`src/rtl/master_slave_jk_ff.sv`:
```
// Master-slave JK flip-flop: the master captures the JK function on the rising
// edge and the slave copies the master on the falling edge. Both stages are visible.
module master_slave_jk_ff (
  input  logic clock,
  input  logic reset,
  input  logic x,
  input  logic y,
  input  logic pi,
  input  logic ci,
  input  logic a1,
  input  logic b1,
  input  logic a2,
  input  logic b2,
  output logic a3,
  output logic b3,
  output logic a4,
  output logic b4
);

  // Power-up value before any reset is zero for both stages.
  logic r_m = 1'b0;
  logic r_s = 1'b0;

  logic w_m_seed;
  logic w_s_seed;
  logic w_jk_next;

  // A seed pair is only meaningful when its two rails disagree; otherwise load 0.
  assign w_m_seed = (a1 != b1) ? a1 : 1'b0;
  assign w_s_seed = (a2 != b2) ? a2 : 1'b0;

  // Feedback comes from the slave, so J=K=1 toggles once per period.
  always_comb begin
    w_jk_next = r_s;
    case ({x, y})
      2'b00:   w_jk_next = r_s;
      2'b10:   w_jk_next = 1'b1;
      2'b01:   w_jk_next = 1'b0;
      default: w_jk_next = ~r_s;
    endcase
  end

  // NOTE: non-blocking assignments keep both stages sampling pre-edge values.
  always_ff @(posedge clock) begin
    if (reset)    r_m <= w_m_seed;
    else if (!ci) r_m <= 1'b0;
    else if (!pi) r_m <= 1'b1;
    else          r_m <= w_jk_next;
  end

  always_ff @(negedge clock) begin
    if (reset) r_s <= w_s_seed;
    else       r_s <= r_m;
  end

  assign a3 = r_m;
  assign b3 = ~r_m;
  assign a4 = r_s;
  assign b4 = ~r_s;

endmodule

```
`config.mk`:
```
export PLATFORM = sky130hd
export DESIGN_NAME = master_slave_jk_ff
export DESIGN_NICKNAME = d
export VERILOG_FILES = /design/src/rtl/master_slave_jk_ff.sv
export SDC_FILE = /design/constraint.sdc
export NUM_CORES = 1
export LEC_CHECK = 0
export ABC_AREA = 1
export CAP_MARGIN = 40
export CORE_AREA = 4 4 41 43
export CTS_CLUSTER_DIAMETER = 150
export CTS_CLUSTER_SIZE = 30
export DETAILED_ROUTE_END_ITERATION = 7
export DIE_AREA = 0 0 45 47
export DONT_BUFFER_PORTS = 1
export HOLD_SLACK_MARGIN = 0.1
export PLACE_DENSITY_LB_ADDON = 0.25
export SLEW_MARGIN = 20
export SYNTH_ARGS = -nofsm -noshare
export SYNTH_HDL_FRONTEND = slang
export SYNTH_SLANG_ARGS = --single-unit
```
`constraint.sdc`:
```
create_clock -name clock -period 0.95 [get_ports clock]
set_input_delay 0.095 -clock clock [delete_from_list [all_inputs] [get_ports clock]]
set_output_delay 0.095 -clock clock [all_outputs]
set_load 0.1 [all_outputs]
```
== Word-level counts from Yosys, hierarchy flattened ==
Index checks and enable logic that the tools add are counted.
Storage, ports and cells
  bits in registers: 2
  bits of input ports: 10
  output and inout port bits: 4
Operators by class
  equal/unequal tests: 4
  muxes and demuxes: 7
  bitwise logic cells: 2
  reduce and logical (&&, ||, !) cells: 1
Operator list (count)
  1-bit 2-to-1 mux: 6
  1-bit case mux with 3 select lines: 1
  2-bit by 1-bit == test with 1-bit output, second input constant: 1
  2-bit == test, second input constant: 1
  2-bit logical NOT: 1
  1-bit != test: 2
  1-bit NOT: 2

== Longest topological paths before layout ==
  depth in word-level cells: 5
  depth in mapped cells: 5
  depth with buffers taken out: 5

==> metrics <==
GPL Wtd Cong=0.6898; Area after DPL=195.2 um2; Worst EP arrival=1.34 ns; drt drc=0; final setup margin=-0.4849 ns; antenna-violating nets left=0; die area=2115 um2; Ys Warns=0; Clock transition at path regs=0.04 ns; top post-synthesis cells by count=4 x inv_1, 3 x nand2_1, 2 x dfxtp_1, 2 x nand3b_1; Pre-Repair DR Iteration Count=2; pin count of the biggest net entering global routing=4; DP Worst Slack=-0.3133 ns; HPWL Detailed=308.4 um; site row count=13; clk_lat worst skew=0.27 ns; PwrDens=1670 nW/um2; filler cell count=144; fin area=332.8 um2; Slew Limit Headroom=91.56%; count leader, synth=inv_1; Worst Setup Start Kind=flip-flop; combinational power share=39.8%; number of diodes=0; Worst path slowest cell=dfxtp_4; RSZ-0062 raised after global routing=true; routed vias=153; gr usage total=4.968%; top cell type's share of synthesized area=36.36%; Fin Hold WS=0.1218 ns; Clock Skews=0.04375 ns; P&R area growth vs syn=202.3%; synth top area cells=dfxtp_1 36%, inv_1 14%, nand3b_1 14%, nand2_1 10%, nand3_2 9.1%; Clock Power Share=40.8%; mapped cell area=110.1 um2; htree depth=1; Synth Register Bits=2; failing checks=negative setup slack; share of cells above drive strength 1=46.88%; sequential share of power=19.4%; chip width=45 um; initial antenna violation count=0; status=finished with violations; Syn Nets=26; Hold WC Path Type=input pin to flip-flop; Vert. Die Dim=47 um; CP required=0.85 ns; P_leak=0.1490 nW; initial core utilization=8.462%; io pins=14; Core Box Area=1301 um2; count of pins over their slew limit=0; CP Capture Type=primary output; Iter 0 DRT Violations=1; internal power=344.3 uW; # setup viols final=5; Sw Share=38.08%; Fin. Hold Viols=0; Net Sw Power=211.7 uW; max cap viols=0; Worst VDD drop=0.5181 mV; Routed WL=416 um; total CTS buffers=3; Nets=43; Yosys cell types=9; first-pass GRT wire length=662 um; register area share after synthesis=36.36%; Slowest Stage Delay on Critical Path=0.40 ns; clock root cell=clkbuf_4; CTS tree=built; wire per inst=8.851 um; grt ovf=0; drt via density=3.255; WS Path Type=flip-flop to primary output; Critical Path Fanout Max=3; Async SR Flop Fraction=0%; CTS max path bufs=2; Avg Inst Size Synth=6.882 um2; Tightest Pin Transition=0.1266 ns; Buffers on Ports=0; Main synth FF type=dfxtp_1; crit path cell chain=inv_12 -> buf_12; Cells after Synth=16; Sink Count=2; dominant cell type by area after synthesis=dfxtp_1; vias in the first global route=178; setup TNS=-1.504 ns; total power=556.0 uW; Post-synth EDFFs=0
==> cells by family (layout without fill, tap and decap cells) <==
| logic type | after synthesis | after routing | synth area share (%) |
|---|---|---|---|
| simple gates | 8 | 8 | 42.04 |
| buf+inv | 5 | 21 | 17.04 |
| flops | 2 | 2 | 36.37 |
| compound gates | 1 | 1 | 4.541 |
==> registers in the layout, indices dropped and copies added (netlist names) <==
register and cells:
a3 1, a4 1
==> metal layers <==
| metal | part of all wire [%] | global-route usage, % | vias to the layer above |
|---|---|---|---|
| li1 | - | - | 81 |
| met1 | 38 | 4.072 | 58 |
| met2 | 46 | 7.062 | 14 |
| met3 | 15 | 4.215 | 0 |
| met4 | 0 | 5.263 | 0 |
| met5 | 0 | 0 | - |
==> area by class of cell <==
| type | count | area (um2) | share of cell area (%) |
|---|---|---|---|
| repair buffers | 12 | 153.9 | 46.24 |
| multi-input cells | 9 | 51.30 | 15.41 |
| flip-flops and latches | 2 | 47.55 | 14.29 |
| inverters | 4 | 31.28 | 9.399 |
| clock buffers | 4 | 26.28 | 7.895 |
| well taps | 15 | 18.77 | 5.639 |
| clock inverters | 1 | 3.754 | 1.128 |
==> worst max-delay path: cells and delay by family, from the launching register on <==
| kind | cells | cell delay (ns) |
|---|---|---|
| flip-flops | 1 | 0.40 |
| buffers and inverters | 2 | 0.18 |
==> worst paths after layout <==
kind         from  endpoint  slack [ns]  cells after the start
min reg2reg    a3        a4        0.94                      2
min             y        a3        0.12                      5
max reg2reg    a4        a3       -0.43                      6
max            a4        b4       -0.48                      2
==> repair_timing <==
item | in CTS | in global routing
setup buffers | 1 | 1
endpoints found under the hold margin | 1 | 0
endpoints found under the setup margin | 6 | 5
pin swaps | 1 | 0
gates resized for setup | 6 | 3
hold buffers | 6 | 0
==> power groups by stage <==
stage / Combinational (mW) / Clock (mW) / Sequential [mW]
final: 0.221 / 0.227 / 0.108
after CTS: 0.207 / 0.244 / 0.108
after global placement: 0.161 / 0.0131 / 0.108
after floorplan: 0.0762 / 0.0131 / 0.157
after global routing: 0.231 / 0.254 / 0.109
after detailed placement: 0.162 / 0.0131 / 0.108
==> stage by stage <==
step / utilization, % / std cells
finish: 25.58 / 47
global route: 25.58 / 47
CTS: 24.04 / 46
detailed placement: 15.00 / 35
global placement: 15.00 / 35
floorplan: - / 16
==> cell usage in the layout (no fill, tap or decap), types with 2 or more instances in the layout <==
| master | instances |
|---|---|
| nand3b_1 | 2 |
| dfxtp_4 | 2 |
| inv_1 | 3 |
| clkbuf_4 | 3 |
| nand2_1 | 3 |
| dlygate4sd3_1 | 6 |
| buf_12 | 3 |
Power figures use the tool's default switching activity.
